`src/rtl/prbs_level_shaper.sv`:
```
// Shapes a PRBS bit stream into DAC codes with optional linear edge ramps.
// Levels and ramp step are captured once per bit and held in shadow registers.
module prbs_level_shaper #(
   parameter int DAC_W = 14
) (
   input  logic             dac_clk,
   input  logic             reset,
   input  logic             enable,
   input  logic             bit_strobe,
   input  logic             bit_in,
   input  logic             invert,
   input  logic [DAC_W-1:0] level_high,
   input  logic [DAC_W-1:0] level_low,
   input  logic [DAC_W-1:0] ramp_step,
   output logic [DAC_W-1:0] dac_data,
   output logic             edge_busy,
   output logic             edge_overrun
);

   typedef enum logic [1:0] {IDLE, HOLD, RAMP_UP, RAMP_DN} state_t;

   state_t           state, state_n;
   logic             strobe_d;
   logic             sample;
   logic             overrun_n;
   logic [DAC_W-1:0] target, step_r, low_r;
   logic [DAC_W-1:0] target_n, step_n, low_n, dac_n;
   logic [DAC_W-1:0] new_target;

   // Rising step, clamped at the target using one extra bit so it never wraps.
   function automatic logic [DAC_W-1:0] step_up(input logic [DAC_W-1:0] cur,
                                                input logic [DAC_W-1:0] step,
                                                input logic [DAC_W-1:0] tgt);
      logic [DAC_W:0] sum;
      sum = {1'b0, cur} + {1'b0, step};
      return (sum >= {1'b0, tgt}) ? tgt : sum[DAC_W-1:0];
   endfunction

   // Falling step, clamped at the target; signed difference catches underflow.
   function automatic logic [DAC_W-1:0] step_dn(input logic [DAC_W-1:0] cur,
                                                input logic [DAC_W-1:0] step,
                                                input logic [DAC_W-1:0] tgt);
      logic signed [DAC_W:0] diff;
      diff = $signed({1'b0, cur}) - $signed({1'b0, step});
      return (diff <= $signed({1'b0, tgt})) ? tgt : diff[DAC_W-1:0];
   endfunction

   assign sample     = strobe_d & enable;
   assign new_target = (bit_in ^ invert) ? level_high : level_low;
   assign edge_busy  = (state == RAMP_UP) || (state == RAMP_DN);

   always_comb begin
      state_n   = state;
      dac_n     = dac_data;
      target_n  = target;
      step_n    = step_r;
      low_n     = low_r;
      overrun_n = 1'b0;
      if (!enable) begin
         state_n = IDLE;
         dac_n   = low_r;
      end else if (sample) begin
         target_n  = new_target;
         step_n    = ramp_step;
         low_n     = level_low;
         overrun_n = edge_busy;
         // A new bit always restarts from the current code, never jumps.
         if ((ramp_step == '0) || (new_target == dac_data)) begin
            dac_n   = new_target;
            state_n = HOLD;
         end else if (new_target > dac_data) begin
            dac_n   = step_up(dac_data, ramp_step, new_target);
            state_n = (dac_n == new_target) ? HOLD : RAMP_UP;
         end else begin
            dac_n   = step_dn(dac_data, ramp_step, new_target);
            state_n = (dac_n == new_target) ? HOLD : RAMP_DN;
         end
      end else begin
         case (state)
            IDLE: dac_n = low_r;
            HOLD: dac_n = dac_data;
            RAMP_UP: begin
               dac_n = step_up(dac_data, step_r, target);
               if (dac_n == target) state_n = HOLD;
            end
            RAMP_DN: begin
               dac_n = step_dn(dac_data, step_r, target);
               if (dac_n == target) state_n = HOLD;
            end
            default: state_n = IDLE;
         endcase
      end
   end

   always_ff @(posedge dac_clk or posedge reset) begin
      if (reset) begin
         state        <= IDLE;
         strobe_d     <= 1'b0;
         dac_data     <= '0;
         target       <= '0;
         step_r       <= '0;
         low_r        <= '0;
         edge_overrun <= 1'b0;
      end else begin
         state        <= state_n;
         strobe_d     <= bit_strobe;
         dac_data     <= dac_n;
         target       <= target_n;
         step_r       <= step_n;
         low_r        <= low_n;
         edge_overrun <= overrun_n;
      end
   end

endmodule

```
`config.mk`:
```
export PLATFORM = sky130hd
export DESIGN_NAME = prbs_level_shaper
export DESIGN_NICKNAME = d
export VERILOG_FILES = /design/src/rtl/prbs_level_shaper.sv
export SDC_FILE = /design/constraint.sdc
export NUM_CORES = 1
export LEC_CHECK = 0
export CAP_MARGIN = 20
export CELL_PAD_IN_SITES_DETAIL_PLACEMENT = 0
export CELL_PAD_IN_SITES_GLOBAL_PLACEMENT = 2
export CORE_MARGIN = 2
export CORE_UTILIZATION = 33
export CTS_BUF_LIST = sky130_fd_sc_hd__clkbuf_4 sky130_fd_sc_hd__clkbuf_8 sky130_fd_sc_hd__clkbuf_16
export CTS_CLUSTER_DIAMETER = 150
export CTS_CLUSTER_SIZE = 30
export DETAILED_ROUTE_END_ITERATION = 7
export HOLD_SLACK_MARGIN = 0.1
export PLACE_DENSITY = 0.78
export REMOVE_ABC_BUFFERS = 1
export SYNTH_ARGS = -nofsm -noshare
export SYNTH_HDL_FRONTEND = slang
export SYNTH_SLANG_ARGS = --single-unit
```
`constraint.sdc`:
```
create_clock -name dac_clk -period 5.1 [get_ports dac_clk]
set_clock_uncertainty 0.15 [all_clocks]
set_input_delay 1.275 -clock dac_clk [delete_from_list [all_inputs] [get_ports dac_clk]]
set_output_delay 1.275 -clock dac_clk [all_outputs]
set_load 0.02 [all_outputs]
```
# Word level (Yosys, flattened, before mapping)
# Index checks and enable logic that the tools add are counted.
# totals
register_bits,60
in_bits,48
# op_classes
add_sub_neg,4
order_cmp,5
n_eq_ne,12
mux,21
n_bitwise,2
n_reduce_logical,6
# ops
op,count
$mux 14,9
$eq 14x14->1,5
$pmux 14 s3,1
$add 14x14->15,2
$ge 15x14->1,2
$le 15x15->1,2
$sub 14x14->15,2
$mux 2,8
$gt 14x14->1,1
$logic_not 14->1,1
$ne 4x3->1 const B,2
$eq 2x2->1 const B,2
$ne 4x1->1 const B,1
$pmux 2 s2,1
$ne 3x3->1 const B,1
$reduce_and 3->1,1
$eq 2x1->1 const B,1
$logic_not 2->1,1
$logic_or 1x1->1,2
$mux 1,2
$reduce_and 2->1,1
$and 1x1->1,1
$xor 1x1->1,1

# Longest topological paths before layout
# logic_depth
word_depth,10
ltp_mapped,22
depth_no_buf,20

# Worst setup path before layout
# OpenSTA, ideal clock, no wires.
# synth_timing
path_type,input-to-reg
startpoint,input port ramp_step[3]
endpoint,register dac_data[2]
setup_ns,0.080
arrival_ns,5.287
required_time_ns,4.870
path_slack_ns,-0.417
stages,20
path_cell_list,inv_1 ha_1 buf_2 a21o_1 a21oi_1 a21oi_1 or4b_2 a31o_2 a21oi_1 xnor2_1 ha_1 and3_1 a21oi_1 nand2_1 a211oi_1 nand2_1 clkbuf_1 a211o_1 a21boi_0 a2bb2oi_1
# synth_between
elab_chain_len,7
elab_cells_between_ends,12
# synth_lines
element,line_no,rtl
start: declaration,14,"input logic [DAC_W-1:0] ramp_step,"
$sub 14x14->15 or $add 14x14->15 (tied branches),"44, 35",
$le 15x15->1 or $ge 15x14->1 (tied branches),"45, 36",
"$mux 14, on equally long branches","45, 36",
$mux 14,71,end else if (new_target > dac_data) begin
$mux 14 (*),68,if ((ramp_step == '0) || (new_target == dac_data)) begin
$mux 14 (*),62,end else if (sample) begin
$mux 14 (*),59,if (!enable) begin
end signal: assignment,107,dac_data <= dac_n;
end: declaration,15,"output logic [DAC_W-1:0] dac_data,"
# Mark *: on every way between the ends. The rest lies on a longest branch, timed or not.
# A chain may end at the register's enable or synchronous reset.

# Final worst setup path
# layout_timing
startpoint,input port ramp_step[1]
endpoint,register dac_data[6]
# Same word-level chain as after synthesis.

==> metrics.md <==
| Metric | Value |
|---|---|
| Post-route cell area | `13100 µm²` |
| Hold WS | `0.355 ns` |
| Port Buffers | `63` |
| CP Launch Point | `ramp_step[1]` |
| H-tree levels | `3` |
| Vias in the first global route | `9632` |
| Max VDD drop | `0.000290 V` |
| Synth warn | `0` |
| CP Launch Type | `input port` |
| Total Routing Usage GR | `24.9%` |
| TritonCTS Buffers | `9` |
| Worst-skew pair later-pin latency | `0.33 ns` |
| Post-CTS Hold Buffers | `0` |
| Final antenna-violating net count | `0` |
| Rows | `60` |
| Chip Width | `169 µm` |
| P_leak | `5.95 nW` |
| 1st-pass router iterations | `5` |
| CP Class | `in -> reg` |
| Largest area contributor in the netlist | `ha_1` |
| Synth top area share | `17.5%` |
| Sequential share of the synthesized area | `16.7%` |
| Register clock-pin slew on the reported worst setup and hold paths | `0.05 ns` |
| Final nets | `1629` |
| CP max-delay cell | `or4b_4` |
| CTS Buffer Depth | `2` |
| Cell family with most CP delay | `compound AO/OA/AOI/OAI gates` |
| Max-slew headroom | `44.0%` |
| Root Driver | `clkbuf_16` |
| Synth top area cells | `ha_1, dfrtp_1, xnor2_1` |
| First-pass GRT wire length | `54800 µm` |
| GR Layer Usage met1 | `32.9%` |
| Total wire length | `35900 µm` |
| Critical Path, Cell by Cell | `buf_6 > inv_4 > ha_4 > nor2b_4 > o2111ai_4 > a21oi_2 > or4b_4 > a31o_4 > a21oi_4 > xnor2_2 > ha_4 > and3_4 > a211oi_4 > a21oi_2 > nand2_1 > a211oi_2 > buf_4 > nand2_4 > mux2i_1 > mux2i_1 > a2111oi_2 > a21oi_1` |
| Status | `finished, final reports clean` |
| Tmin final | `4.97 ns` |
| Initial antenna violation count | `0` |
| Max Cap Viol | `0` |
| Congestion Overflow GR | `0` |
| Crit Path Max Fanout | `5` |
| Core area | `26900 µm²` |
| Cell Area, Placed | `11800 µm²` |
| RR Startpoint | `dac_data[0]` |
| Per-cell routed wire length | `20.0 µm` |
| Worst setup EP type | `register` |
| Crit path required time | `5.15 ns` |
| Synthesized cell area | `9010 µm²` |
| RD Place Congestion | `0.914` |
| Die area | `28600 µm²` |
| Vias per cell | `5.38` |
| Synthesized area per cell | `7.87 µm²` |
| CTS tree | `done` |
| Largest net degree at the start of global routing | `70` |
| Sink Count | `60` |
| CP Buf/Inv Count | `3` |
| Post-route DRC | `0` |
| IO Count | `64` |
| Die H | `169 µm` |
| Setup violators final | `0` |
| Ratio of cells with drive above 1 in the final layout | `30.5%` |
| Async set-or-reset flop fraction in the synthesized netlist | `100%` |
| Number of synthesized flops with an enable pin | `0` |
| P per Cell Area | `746 nW/µm²` |
| GRT busiest layer | `met2` |
| Fin crit share | `97.5%` |
| Worst Tran Pin Value | `0.835 ns` |
| Max Slew Vio Count | `0` |
| Area growth from synthesis to layout | `44.9%` |
| DRT iter0 DRCs | `525` |
| F_max | `201 MHz` |
| RSZ-0062 raised after global routing | `yes` |
| Final HPWL DP | `29700 µm` |
| Yosys reg bits | `60` |
| Hold Crit Start | `low_r[7]` |
| Top FF cell, synth | `dfrtp_1` |
| Met3 Usage GRT | `2.01%` |
| Critical path arrival | `5.03 ns` |
| Worst min path class | `reg -> reg` |
| Final hold vios | `0` |
| M2 GR Usage | `42.6%` |
| Worst stage delay on the critical path | `0.53 ns` |
| Number of diodes | `0` |
| DR vias | `9666` |
| Post-Syn Instances | `1144` |
| Starting density of the core | `33.5%` |
| Cell variety after synth | `75` |
[sequential cells by signal, summed over array words and instances, names as in the netlist]
register / flops
target: 14
dac_data: 14
strobe_d: 1
low_r: 14
edge_overrun: 1
state: 2
step_r: 14
[cell type report]
type	instances	area [µm²]
Fill cell	2654	13800
Clock buffer	11	240
Inverter	113	429
Clock inverter	5	52.6
Multi-Input combinational cell	918	7580
Timing Repair Buffer	349	2820
Tap cell	341	427
Sequential cell	60	1500
[cells by family after synthesis]
kind of cell,Yosys count,share of synthesized area [%]
AOI/OAI and AO/OA,343,25.2
and+or+nand+nor,287,15.6
buffers and inverters,166,7.06
adders and majority gates,130,18.4
xor gates and xnor gates,97,9.97
muxes,61,7.10
DFF,60,16.7
[layer usage]
layer | vias up | wire length [µm]
li1 | 4759 | -
met1 | 4617 | 16200
met2 | 232 | 17100
met3 | 58 | 1400
met4 | 0 | 1260
met5 | - | 0
[path summary, 6_finish.rpt]
check                      depth (start not counted)           end  slack (ns)
setup / recovery                                  22   dac_data[6]        0.13
hold / removal                                     1      low_r[7]        0.35
setup reg to reg                                  19   dac_data[6]        0.25
hold reg to reg                                    1      low_r[7]        0.35
max in group asynchronous                          4  dac_data[11]        2.97
min in group asynchronous                          2      low_r[4]        1.05
[per-stage QoR]
step / util (%) / instances / TNS [ns] / power [mW] / worst slack, ns
2_1_floorplan: - / 1091 / -13.76 / 4.98 / -1.10
3_3_place_gp: 43.9 / 1748 / -15.89 / 8.06 / -1.06
3_5_place_dp: 43.9 / 1748 / -17.07 / 8.10 / -1.29
4_1_cts: 46.7 / 1777 / 0 / 9.17 / 0.0131
5_1_grt: 48.6 / 1797 / -0.342 / 10.5 / -0.0963
6_report: 48.6 / 1797 / 0 / 9.74 / 0.129
[worst reg2reg max path: cells and delay by family, from the launching register on]
| kind | cells | cell delay [ns] |
|---|---|---|
| compound gates | 10 | 2.29 |
| fa+ha+maj | 3 | 0.81 |
| buf+inv | 3 | 0.48 |
| flops | 1 | 0.44 |
| simple gates | 2 | 0.36 |
| xor+xnor | 1 | 0.19 |
[synth_stat cells, types with 13 or more instances]
cell and number:
o22ai_1 13, mux2i_1 38, dfrtp_1 60, nand2_1 80, nand4_1 14, xnor2_1 75
inv_1 112, a211oi_1 13, nor3_1 33, a21oi_1 88, clkbuf_1 47, ha_1 126
nor2_1 61, nor2b_1 21, nand2b_1 14, mux2_2 20, o21ai_0 77, nand3_1 22
o211ai_1 18, xor2_1 18, a21o_1 16
[what timing repair did]
| action | in CTS | in global routing |
|---|---|---|
| gates resized for setup | 104 | 81 |
| endpoints found under the hold margin | 0 | 0 |
| setup buffers | 13 | 19 |
| pin swaps | 50 | 60 |
| setup endpoints to repair | 16 | 16 |
[report_power, final]
part           internal, mW  switching, mW  leakage (nW)
Combinational          4.03           4.31          5.07
Clock                 0.386          0.222         0.146
Sequential            0.580          0.204         0.726
Total                  5.00           4.74          5.95
[cells in the final DEF (no fill, tap or decap), drive strengths merged, types with 8 or more instances in the layout]
cell,synthesis,routed
a21o,16,16
a211o,9,9
nand2b,14,14
a31oi,10,10
clkdlybuf4s50,0,52
nor2b,21,21
o211ai,18,18
dfrtp,60,60
buf,6,289
mux2,23,23
nor4,11,11
nor3,33,33
o22ai,13,13
o31ai,10,10
o21a,8,8
mux2i,38,38
nand3,22,22
nand2,80,80
o21bai,8,8
a21oi,88,88
a2111oi,12,12
o221ai,8,8
ha,126,126
nand4,14,14
o21ai,80,80
nor2,62,62
a211oi,13,13
clkbuf,47,16
xnor2,75,75
inv,112,112
xor2,19,19
No activity file was read; power rests on OpenSTA's default activity.
